### config.mk
export PLATFORM = sky130hd
export DESIGN_NAME = ternary_array_sequencer
export DESIGN_NICKNAME = d
export VERILOG_FILES = /design/src/rtl/ternary_array_sequencer.sv
export SDC_FILE = /design/constraint.sdc
export NUM_CORES = 1
export LEC_CHECK = 0
export ABC_AREA = 1
export CAP_MARGIN = 5
export CORE_MARGIN = 2
export CORE_UTILIZATION = 50
export CTS_BUF_LIST = sky130_fd_sc_hd__clkbuf_4 sky130_fd_sc_hd__clkbuf_8
export DETAILED_ROUTE_END_ITERATION = 10
export PLACE_DENSITY = 0.81
export SLEW_MARGIN = 5
export SYNTH_ARGS = -nofsm -noshare
export SYNTH_HDL_FRONTEND = slang
export SYNTH_SLANG_ARGS = --single-unit
### constraint.sdc
create_clock -name clk -period 2.1 [get_ports clk]
set_input_delay 0.21 -clock clk [delete_from_list [all_inputs] [get_ports clk]]
set_output_delay 0.21 -clock clk [all_outputs]
set_load 0.1 [all_outputs]
### src/rtl/ternary_array_sequencer.sv
// rtl/ternary_array_sequencer.sv - weight-load / stream / drain sequencer for a ternary systolic array
module ternary_array_sequencer #(
  parameter int ARRAY_SIZE = 64,
  parameter int PIPE_LAT   = 2*ARRAY_SIZE-1,
  parameter int CNT_W      = 16
) (
  input  logic                          clk,
  input  logic                          rst_n,
  input  logic                          start,
  input  logic                          reuse_weights,
  input  logic [CNT_W-1:0]              num_vectors,
  input  logic                          abort,
  output logic                          wmem_req,
  output logic [$clog2(ARRAY_SIZE)-1:0] wmem_addr,
  input  logic                          wmem_rvalid,
  output logic                          array_weight_load,
  output logic [$clog2(ARRAY_SIZE)-1:0] array_weight_row,
  output logic                          array_enable,
  input  logic                          act_avail,
  output logic                          act_pop,
  output logic                          out_valid,
  output logic                          busy,
  output logic                          done
);
  localparam int AW = $clog2(ARRAY_SIZE);
  localparam logic [AW:0]      ROWS     = (AW+1)'(ARRAY_SIZE);
  localparam logic [AW-1:0]    LAST_ROW = AW'(ARRAY_SIZE-1);
  localparam logic [CNT_W+1:0] LAT      = (CNT_W+2)'(PIPE_LAT);

  typedef enum logic [2:0] {S_IDLE, S_WLOAD, S_STREAM, S_DRAIN, S_DONE} state_t;

  state_t           state;
  logic [CNT_W:0]   num_lat;
  logic [AW:0]      req_cnt;
  logic [AW-1:0]    rsp_cnt;
  logic [CNT_W:0]   issued;
  logic [CNT_W:0]   out_cnt;
  logic [CNT_W+1:0] en_cnt;
  logic             stream_ok;

  // An abort cycle already belongs to the cancelled job, so every strobe is suppressed in it.
  assign stream_ok         = (state == S_STREAM) && (issued < num_lat) && act_avail && !abort;
  assign wmem_req          = (state == S_WLOAD) && (req_cnt < ROWS) && !abort;
  assign wmem_addr         = req_cnt[AW-1:0];
  assign array_weight_load = (state == S_WLOAD) && wmem_rvalid && !abort;
  assign array_weight_row  = rsp_cnt;
  assign act_pop           = stream_ok;
  assign array_enable      = stream_ok || ((state == S_DRAIN) && !abort);
  assign out_valid         = array_enable && (en_cnt >= LAT);
  assign busy              = (state != S_IDLE);
  assign done              = (state == S_DONE) && !abort;

  always_ff @(posedge clk or negedge rst_n) begin
    if (!rst_n) begin
      state   <= S_IDLE;
      num_lat <= '0;
      req_cnt <= '0;
      rsp_cnt <= '0;
      issued  <= '0;
      out_cnt <= '0;
      en_cnt  <= '0;
    end else if (state != S_IDLE && abort) begin
      state   <= S_IDLE;
      num_lat <= '0;
      req_cnt <= '0;
      rsp_cnt <= '0;
      issued  <= '0;
      out_cnt <= '0;
      en_cnt  <= '0;
    end else begin
      case (state)
        S_IDLE: begin
          if (start) begin
            num_lat <= {1'b0, num_vectors};
            req_cnt <= '0;
            rsp_cnt <= '0;
            issued  <= '0;
            out_cnt <= '0;
            en_cnt  <= '0;
            state   <= reuse_weights ? S_STREAM : S_WLOAD;
          end
        end
        S_WLOAD: begin
          if (wmem_req) req_cnt <= req_cnt + 1'b1;
          if (array_weight_load) begin
            if (rsp_cnt == LAST_ROW) begin
              rsp_cnt <= '0;
              req_cnt <= '0;
              state   <= (num_lat != '0) ? S_STREAM : S_DONE;
            end else begin
              rsp_cnt <= rsp_cnt + 1'b1;
            end
          end
        end
        S_STREAM: begin
          // A reused-weight job with zero vectors has nothing to stream or drain.
          if (num_lat == '0) state <= S_DONE;
          if (act_pop) begin
            issued <= issued + 1'b1;
            if (issued + 1'b1 == num_lat) state <= S_DRAIN;
          end
        end
        S_DRAIN: ;
        S_DONE: begin
          state   <= S_IDLE;
          num_lat <= '0;
          issued  <= '0;
          out_cnt <= '0;
          en_cnt  <= '0;
        end
        default: state <= S_IDLE;
      endcase

      if (array_enable) en_cnt <= en_cnt + 1'b1;
      if (out_valid) begin
        out_cnt <= out_cnt + 1'b1;
        if (out_cnt + 1'b1 == num_lat) state <= S_DONE;
      end
    end
  end
endmodule

==> results.yml, run 1 <==
sta:
  fmax_mhz: 393
  worst_slack_ns: -0.445
  fin_skew_ns: 0.0127
  layout_min_cycle_time_ns: 2.54
  tns_ns: -12.75
  setup_viol: 58
  slew_viol_final: 0
  max_slew_margin_pct: 55.5
  post-route-period-util_pct: 121
  fin_hold_ws_ns: 0.386
  rsz0062_at_grt: "yes"
  final_hold_viol_count: 0
  tightest_slew_ns: 0.668
die:
  die_area_mm2: 0.0124
  io_pins: 42
  initial_core_util_pct: 50.9
  row_count: 39
  die_w_um: 112
  core_area_mm2: 0.0114
  die_h_um: 112
yosys:
  yosysMostFrequentCell: "nand2_1"
  ys_types: 40
  synth_commonest_cells: "nand2_1, inv_1, nand3_1, dfrtp_1, nor2_1"
  synth-edff-count: 0
  yosysSeqAreaShare_pct: 36.3
  synth_area_mm2: 0.00578
  synth_top_area_share_pct: 36.3
  syn_inst: 819
  synth.net_count: 863
  synth_top_cell_by_area: "dfrtp_1"
  ys.warnings.count: 0
  ys_top_cells_by_area: "dfrtp_1, nand2_1, nand3_1"
  async_flop_share_pct: 100
  synth_seq_cells: 84
  syn_area_per_cell_um2: 7.06
  synthFlopType: "dfrtp_1"
worst_setup_path:
  critPathMaxFanout: 3
  slowest_delay_ns: 0.40
  r2r-start: "num_lat[8]$_DFFE_PN0P_"
  cp_top_family: "simple AND/OR/NAND/NOR gates"
  endpoint_kind: "output pin"
  crit_path_start_kind: "flop"
  r2r_cells: 18
  reg2reg_slack_ns: -0.37
  path_cells: "inv_2 -> ha_4 -> a21o_1 -> nor2_2 -> nand2_1 -> nand2_1 -> nand4_1 -> nor2_2 -> nand2_2 -> nand2_4 -> nand2_4 -> clkinvlp_4 -> buf_12"
  cp.arrival_ns: 2.33
  cp_num_buf_inv: 3
  cp.required_ns: 1.89
  r2r_end: "en_cnt[12]$_DFFE_PN0P_"
  path_class: "flop to output pin"
  worst_path_max_delay_cell: "dfrtp_1"
cells_and_area:
  drive_gt1_share_pct: 26.1
  nets: 991
  syn_to_final_growth_pct: 33.4
  antenna_cells: 0
  final_cells: 1094
global_routing:
  antenna_found_initial: 0
  grt_use_total_pct: 27.3
  overflow: 0
  grt_pass1_vias: 5993
  grt_max_degree: 46
  grt_pass1_wl_um: 27800
placement:
  dp_hpwl_um: 11600
  dp_slack_ns: -0.0776
  place.gp.congestion: 0.925
  port_buffers: 41
  place_inst: 1060
clock_tree:
  clkSinkCount: 84
  cts_buffers: 9
  cts-root-buf: "clkbuf_8"
  cts-htree-levels: 3
  clkTransAtPathRegs_ns: 0.09
  clk_path_buf_depth: 2
  cts_tree: "built"
  clock_latency_ns: 0.38
run_status:
  status: "complete, but fails checks"
  failed_checks: "negative setup slack"
detailed_routing:
  drt-pass1-iter-count: 5
  drt_iter0_markers: 442
  vias_per_cell: 5.57
  drt_wl_total_um: 16600
  vias: 6089
  ant_nets: 0
  drc: 0
  avgRoutedWirePerCell_um: 15.2
power:
  p_total_mw: 6.83
  p_per_area_mw_per_mm2: 885
  peakVddDrop_uv: 1100
  power_leakage_nw: 3.44
flow_run:
  cap_violations: 0
worst_hold_path:
  hold_class: "input port to async pin"
worst max-delay path by stage:
stage | slack [ns] | startpoint | cells after the start | endpoint
detailed placement | -0.08 | num_lat[8]$_DFFE_PN0P_ | 13 | out_valid
global route | -0.56 | num_lat[2]$_DFFE_PN0P_ | 16 | out_valid
global placement | -0.02 | num_lat[8]$_DFFE_PN0P_ | 13 | out_valid
CTS | -0.42 | num_lat[8]$_DFFE_PN0P_ | 13 | out_valid
finish | -0.44 | num_lat[8]$_DFFE_PN0P_ | 13 | out_valid
floorplan | -0.40 | issued[3]$_DFFE_PN0P_ | 15 | state[2]$_DFF_PN0_
sequential cells by signal (all words and copies together) (netlist names):
signal            flops
issued               17
en_cnt               18
out_cnt              17
array_weight_row      6
req_cnt               7
state                 3
num_lat              16
cells in the final DEF, fill, tap and decap left out, types with 6 or more instances in the layout:
master           Yosys  final
nor2_1              73     63
nor4_1               7      7
inv_2                5     15
inv_1               99     87
buf_12               0     13
o21ai_0             53     36
nand3_1             96     96
buf_6                2      6
nand4_1             16     16
nor3_1              12     11
nor2_2               7     14
a21oi_1             16     14
o21ai_1              7     15
dfrtp_1             84     79
clkdlybuf4s50_1      0     21
xor2_1              16     16
o22ai_2             10     15
nand2_2              8     15
ha_4                 0     10
nor2_4               6      9
nand2_1            227    216
clkbuf_8             0     13
buf_4               10     94
ha_1                21     11
o21ai_2              2     11
report_power, final:
group	switching [mW]	total, mW	internal, mW	leakage [nW]
Sequential	0.143	1.94	1.79	1.15
Clock	0.612	1.18	0.566	0.102
Combinational	2.27	3.72	1.45	2.19
worst register-to-register path, cell delays in order, from the launching register on:
cell     delay (ns)
dfrtp_1        0.40
inv_2          0.09
ha_4           0.21
a21o_1         0.17
nor2_2         0.12
nand2_1        0.06
nand2_1        0.05
nand4_1        0.18
nor2_2         0.16
nand2_2        0.09
nand2_4        0.10
buf_4          0.11
buf_6          0.08
buf_6          0.09
buf_6          0.12
nor2_4         0.04
buf_6          0.15
nand2_2        0.08
o21ai_2        0.07
logic make-up after synthesis:
kind of cell	Yosys count	share of synthesized area [%]
AND/OR/NAND/NOR	469	36.7
XOR/XNOR	16	2.42
AO/OA/AOI/OAI	103	10.8
flip-flops	84	36.3
buffers and inverters	126	9.15
adder cells (fa/ha/maj)	21	4.54
area by class of cell:
type,instances,area (um2)
clock inverter,1,5.00
clock buffer,14,186
sequential,84,2110
timing repair buffer,137,1310
tap,143,179
fill,891,3650
multi-input combinational,610,3520
inverter,105,407
metrics by stage:
| stage | util, % | instance area, um2 |
|---|---|---|
| after floorplan | - | 5920 |
| after global placement | 62.1 | 7060 |
| after detailed placement | 62.1 | 7060 |
| after CTS | 66.9 | 7600 |
| after global routing | 67.9 | 7710 |
| final | 67.9 | 7710 |
metal layers:
| metal | share of wire (%) | vias to the layer above | GRT usage (%) |
|---|---|---|---|
| li1 | - | 2949 | - |
| met1 | 43 | 2859 | 35.8 |
| met2 | 48 | 240 | 44.2 |
| met3 | 6.4 | 41 | 5.17 |
| met4 | 3.0 | 0 | 12.2 |
| met5 | 0 | - | 0 |
timing repair:
| action | 4_1_cts | 5_1_grt |
|---|---|---|
| endpoints found under the setup margin | 43 | 60 |
| gates cloned | 3 | 0 |
| hold buffers | 1 | 0 |
| buffers inserted | 14 | 6 |
| gates resized for setup | 55 | 29 |
| endpoints found under the hold margin | 43 | 0 |
| pin swaps | 12 | 10 |
Note: power is estimated with default switching activity, not from simulation.
==> run 2, diff against run 1 <==
--- a/config.mk
+++ b/config.mk
@@ -8,10 +8,11 @@
 export ABC_AREA = 1
 export CAP_MARGIN = 5
 export CORE_MARGIN = 2
-export CORE_UTILIZATION = 50
+export CORE_UTILIZATION = 55
 export CTS_BUF_LIST = sky130_fd_sc_hd__clkbuf_4 sky130_fd_sc_hd__clkbuf_8
 export DETAILED_ROUTE_END_ITERATION = 10
-export PLACE_DENSITY = 0.81
+export DONT_BUFFER_PORTS = 1
+export PLACE_DENSITY = 0.82
 export SLEW_MARGIN = 5
 export SYNTH_ARGS = -nofsm -noshare
 export SYNTH_HDL_FRONTEND = slang
==> results.yml, run 2 (synthesis results as in run 1) <==
run_status:
  status: "complete, but fails checks"
  failed_checks: "negative hold slack, negative setup slack"
global_routing:
  overflow: 0
  grt_pass1_vias: 5879
  antenna_found_initial: 0
  grt_pass1_wl_um: 27600
  grt_use_total_pct: 31.0
  grt_max_degree: 85
worst_setup_path:
  crit_start: "num_lat[10]$_DFFE_PN0P_"
  reg2reg_slack_ns: -0.46
  cp.required_ns: 1.89
  crit_path_start_kind: "flop"
  cp.arrival_ns: 2.37
  path_class: "flop to output pin"
  r2r_cells: 18
  r2r-start: "num_lat[10]$_DFFE_PN0P_"
  endpoint: "out_valid"
  critPathMaxFanout: 2
  endpoint_kind: "output pin"
  r2r_end: "out_cnt[9]$_DFFE_PN0P_"
power:
  peakVddDrop_uv: 1020
  switching_share_pct: 44.5
  p_per_area_mw_per_mm2: 881
  p_total_mw: 6.92
  combinationalPowerShare_pct: 53.1
  power_leakage_nw: 3.47
  p_int_mw: 3.84
  p_clk_share_pct: 18.8
  seq_power_share_pct: 28.1
  power_switching_mw: 3.08
flow_run:
  cap_violations: 0
clock_tree:
  cts_buffers: 9
  clock_latency_ns: 0.39
  cts_tree: "built"
  cts-htree-levels: 3
  clkSinkCount: 84
  clk_path_buf_depth: 2
  clkTransAtPathRegs_ns: 0.09
  hold_buffers: 9
  cts-root-buf: "clkbuf_8"
detailed_routing:
  drt_wl_total_um: 17800
  drc: 0
  avgRoutedWirePerCell_um: 16.4
  drt_iter0_markers: 440
  ant_nets: 0
  vias: 6120
  drt-pass1-iter-count: 5
  vias_per_cell: 5.64
sta:
  rsz0062_at_grt: "yes"
  layout_min_cycle_time_ns: 2.58
  post-route-period-util_pct: 123
  setup_viol: 58
  worst_slack_ns: -0.479
  fmax_mhz: 388
  max_slew_margin_pct: 60.2
  slew_viol_final: 0
  final_hold_viol_count: 84
  fin_hold_ws_ns: -0.493
  fin_skew_ns: 0.00943
  tightest_slew_ns: 0.589
placement:
  place_area_mm2: 0.00677
  dp_hpwl_um: 11300
  place.gp.congestion: 0.934
  port_buffers: 0
  place_inst: 1036
  dp_slack_ns: -0.104
die:
  initial_core_util_pct: 56.3
  die_w_um: 107
  row_count: 37
  core_area_mm2: 0.0103
  die_h_um: 107
  io_pins: 42
  die_area_mm2: 0.0114
cells_and_area:
  largest_reg_flops: 18
  n_fill_cell: 705
  drive_gt1_share_pct: 31.4
  final_cells: 1085
  syn_to_final_growth_pct: 35.8
  nets: 988
  final_common_cell: "nand2_1"
  design_area_mm2: 0.00785
  mostFrequentLayoutCells: "nand2_1, buf_4, inv_1, nand3_1, dfrtp_1"
  antenna_cells: 0
  reg_top3: "en_cnt (18), issued (17), out_cnt (17)"
  regMostFlops: "en_cnt"
worst_hold_path:
  hold_class: "input port to async pin"
==> run 2: worst min path at each step <==
stage | slack, ns | endpoint | start | cells after the start
6_report | -0.49 | en_cnt[11]$_DFFE_PN0P_ | rst_n | 0
3_3_place_gp | -0.08 | en_cnt[16]$_DFFE_PN0P_ | rst_n | 0
2_1_floorplan | -0.09 | array_weight_row[0]$_DFFE_PN0P_ | rst_n | 0
4_1_cts | -0.50 | array_weight_row[0]$_DFFE_PN0P_ | rst_n | 0
5_1_grt | -0.50 | out_cnt[5]$_DFFE_PN0P_ | rst_n | 0
3_5_place_dp | -0.08 | en_cnt[16]$_DFFE_PN0P_ | rst_n | 0
==> run 2: worst max-delay path, stage by stage (launching register included) <==
cell        delay, ns
dfrtp_1          0.41
inv_2            0.09
ha_4             0.20
nand2_1          0.06
nand2_1          0.06
nand2_2          0.06
nand2_2          0.06
a21oi_2          0.13
nand4_1          0.17
nor2_1           0.19
nand2_2          0.09
nand2_4          0.09
nand2_4          0.07
clkinvlp_4       0.10
buf_12           0.17
==> run 2: per-layer routing <==
metal / global-route usage, % / vias up / wire length [um]
met2: 52.1 / 282 / 8740
met4: 13.4 / 0 / 541
li1: - / 2931 / -
met1: 39.9 / 2862 / 7240
met3: 4.54 / 45 / 1260
met5: 0 / - / 0
==> run 2: area by class of cell <==
cell class | count | area [um2] | share of cell area (%)
Tap cell | 136 | 170 | 2.17
Clock inverter | 3 | 43.8 | 0.558
Inverter | 105 | 407 | 5.18
Multi-Input combinational cell | 610 | 3720 | 47.4
Sequential cell | 84 | 2110 | 26.8
Timing Repair Buffer | 134 | 1230 | 15.7
Clock buffer | 13 | 173 | 2.20
==> run 2: power groups by stage <==
stage / logic, mW / registers (mW) / clock network (mW)
finish: 3.67 / 1.94 / 1.30
global route: 3.94 / 1.96 / 1.38
CTS: 3.28 / 1.92 / 1.30
detailed placement: 2.99 / 1.95 / 0
global placement: 2.92 / 1.95 / 0
floorplan: 1.81 / 2.04 / 0
==> run 2: metrics by stage <==
| stage | util, % | TNS (ns) |
|---|---|---|
| detailed placement | 65.9 | -1.92 |
| finish | 76.4 | -11.82 |
| CTS | 72.1 | -5.83 |
| global route | 76.4 | -17.87 |
| global placement | 65.9 | -0.286 |
| floorplan | - | -1.37 |
==> run 2: what timing repair did <==
item	in CTS	in global routing
pin swaps	12	27
resized for setup	68	82
setup endpoints to repair	38	68
cloned	3	0
buffers inserted	7	16
hold endpoints to repair	93	84
==> run 3, diff against run 2 <==
--- a/config.mk
+++ b/config.mk
@@ -8,11 +8,11 @@
 export ABC_AREA = 1
 export CAP_MARGIN = 5
 export CORE_MARGIN = 2
-export CORE_UTILIZATION = 55
+export CORE_UTILIZATION = 30
 export CTS_BUF_LIST = sky130_fd_sc_hd__clkbuf_4 sky130_fd_sc_hd__clkbuf_8
 export DETAILED_ROUTE_END_ITERATION = 10
 export DONT_BUFFER_PORTS = 1
-export PLACE_DENSITY = 0.82
+export PLACE_DENSITY = 0.54
 export SLEW_MARGIN = 5
 export SYNTH_ARGS = -nofsm -noshare
 export SYNTH_HDL_FRONTEND = slang
==> constraint.sdc (replaced) <==
create_clock -name clk -period 2.1 [get_ports clk]
set_input_delay 0.21 -clock clk [delete_from_list [all_inputs] [get_ports clk]]
set_output_delay 0.21 -clock clk [all_outputs]
set_load 0.02 [all_outputs]
==> results.yml, run 3 (synthesis results as in run 1) <==
clock_tree:
  clkTransAtPathRegs_ns: 0.10
  clock_latency_ns: 0.39
  clkSinkCount: 84
  cts-htree-levels: 3
  hold_buffers: 10
  cts-root-buf: "clkbuf_8"
  cts_buffers: 9
  clk_path_buf_depth: 2
  cts_tree: "built"
worst_setup_path:
  r2r_end: "en_cnt[13]$_DFFE_PN0P_"
  r2r-start: "num_lat[12]$_DFFE_PN0P_"
  reg2reg_slack_ns: -0.33
  worst_path_max_delay_cell: "dfrtp_1"
  r2r_cells: 15
  path_class: "flop to output pin"
  endpoint_kind: "output pin"
  critPathMaxFanout: 3
  crit_path_start_kind: "flop"
  cp_top_family: "simple AND/OR/NAND/NOR gates"
  path_cells: "inv_2 -> ha_4 -> a21oi_1 -> nand2_2 -> a21oi_4 -> nand4_1 -> nor2_1 -> nand2_2 -> nand2_4 -> nand2_4 -> inv_4 -> buf_6"
  endpoint: "out_valid"
  crit_start: "num_lat[12]$_DFFE_PN0P_"
  cp.arrival_ns: 2.28
  cp.depth: 12
  cp_num_buf_inv: 3
  slowest_delay_ns: 0.41
  cp.required_ns: 1.89
power:
  power_leakage_nw: 3.46
  peakVddDrop_uv: 530
  p_per_area_mw_per_mm2: 812
global_routing:
  overflow: 0
  grt_use_total_pct: 17.3
  grt_max_degree: 85
  grt_pass1_vias: 5601
  antenna_found_initial: 0
  grt_pass1_wl_um: 27700
sta:
  fmax_mhz: 401
  setup_viol: 58
  max_slew_margin_pct: 71.6
  worst_slack_ns: -0.394
  layout_min_cycle_time_ns: 2.49
  post-route-period-util_pct: 119
  fin_hold_ws_ns: -0.489
  final_hold_viol_count: 84
  rsz0062_at_grt: "yes"
  slew_viol_final: 0
  fin_skew_ns: 0.0119
  tightest_slew_ns: 0.421
placement:
  place_inst: 1160
  port_buffers: 0
  dp_hpwl_um: 12100
  place.gp.congestion: 0.827
  place_area_mm2: 0.00680
cells_and_area:
  antenna_cells: 0
  final_common_cell: "nand2_1"
  regMostFlops: "en_cnt"
  design_area_mm2: 0.00789
  largest_reg_flops: 18
  drive_gt1_share_pct: 29.6
  final_cells: 1210
  mostFrequentLayoutCells: "nand2_1, buf_4, nand3_1"
  syn_to_final_growth_pct: 36.5
  nets: 989
  n_fill_cell: 1935
  reg_top3: "en_cnt (18), issued (17), out_cnt (17)"
die:
  die_h_um: 143
  io_pins: 42
  die_w_um: 143
  core_area_mm2: 0.0188
  die_area_mm2: 0.0204
  row_count: 50
  initial_core_util_pct: 30.7
detailed_routing:
  vias: 5627
  drt-pass1-iter-count: 4
  drt_wl_total_um: 17100
  ant_nets: 0
  avgRoutedWirePerCell_um: 14.1
  vias_per_cell: 4.65
  drt_iter0_markers: 314
  drc: 0
run_status:
  status: "complete, but fails checks"
  failed_checks: "negative hold slack, negative setup slack"
flow_run:
  cap_violations: 0
worst_hold_path:
  hold_class: "input port to async pin"
[run 3: cell count changes in the layout (fill, tap and decap cells not counted), moves of 6 or more]
cell     previous run  this run
o21ai_0            40        30
o21ai_1            11        20
nand3_2            11         4
buf_12             10         4
buf_4             102       108
nand3_1            86        92
nor2_2             22        16
[run 3: final cells by class]
class | instances | area [um2] | area share (%)
sequential | 84 | 2110 | 26.7
tap | 260 | 325 | 4.12
multi-input combinational | 610 | 3650 | 46.3
inverter | 105 | 414 | 5.25
clock buffer | 9 | 124 | 1.57
clock inverter | 7 | 81.3 | 1.03
timing repair buffer | 135 | 1190 | 15.1
[run 3: report_power, final]
group          internal, mW  switching [mW]  leakage, nW
logic                  1.31            1.89         2.20
registers              1.79           0.155         1.15
clock network         0.571           0.694        0.107
[run 3: timing repair]
action / CTS / global route
resized for setup: 84 / 78
setup buffers: 13 / 10
pin swaps: 27 / 34
cloned: 4 / 1
hold endpoints to repair: 94 / 84
setup endpoints to repair: 58 / 72
[run 3: layer usage]
| metal | vias up | wire length [um] | global-route usage (%) |
|---|---|---|---|
| met1 | 2584 | 8040 | 22.9 |
| met3 | 16 | 917 | 4.63 |
| met4 | 0 | 227 | 4.06 |
| met2 | 89 | 7890 | 28.4 |
| li1 | 2938 | - | - |
| met5 | - | 0 | 0 |
[run 3: worst min-delay path by stage]
| stage | start | end | slack [ns] | depth (start not counted) |
|---|---|---|---|---|
| 2_1_floorplan | rst_n | array_weight_row[0]$_DFFE_PN0P_ | -0.09 | 0 |
| 3_3_place_gp | rst_n | out_cnt[15]$_DFFE_PN0P_ | -0.08 | 0 |
| 3_5_place_dp | rst_n | out_cnt[15]$_DFFE_PN0P_ | -0.08 | 0 |
| 4_1_cts | rst_n | en_cnt[8]$_DFFE_PN0P_ | -0.51 | 0 |
| 5_1_grt | rst_n | num_lat[3]$_DFFE_PN0P_ | -0.51 | 0 |
| 6_report | rst_n | out_cnt[13]$_DFFE_PN0P_ | -0.49 | 0 |
[run 3: stage by stage]
step	hold slack [ns]	utilization (%)	power, mW	TNS, ns	setup WS, ns
after CTS	-0.513	40.1	6.29	-10.26	-0.365
final	-0.489	41.9	6.41	-14.17	-0.394
after detailed placement	-0.0812	36.1	4.57	-6.78	-0.169
after global routing	-0.513	41.9	6.86	-21.46	-0.518
after global placement	-0.0814	36.1	4.57	-3.76	-0.120
after floorplan	-0.0856	-	3.49	0	0.0845
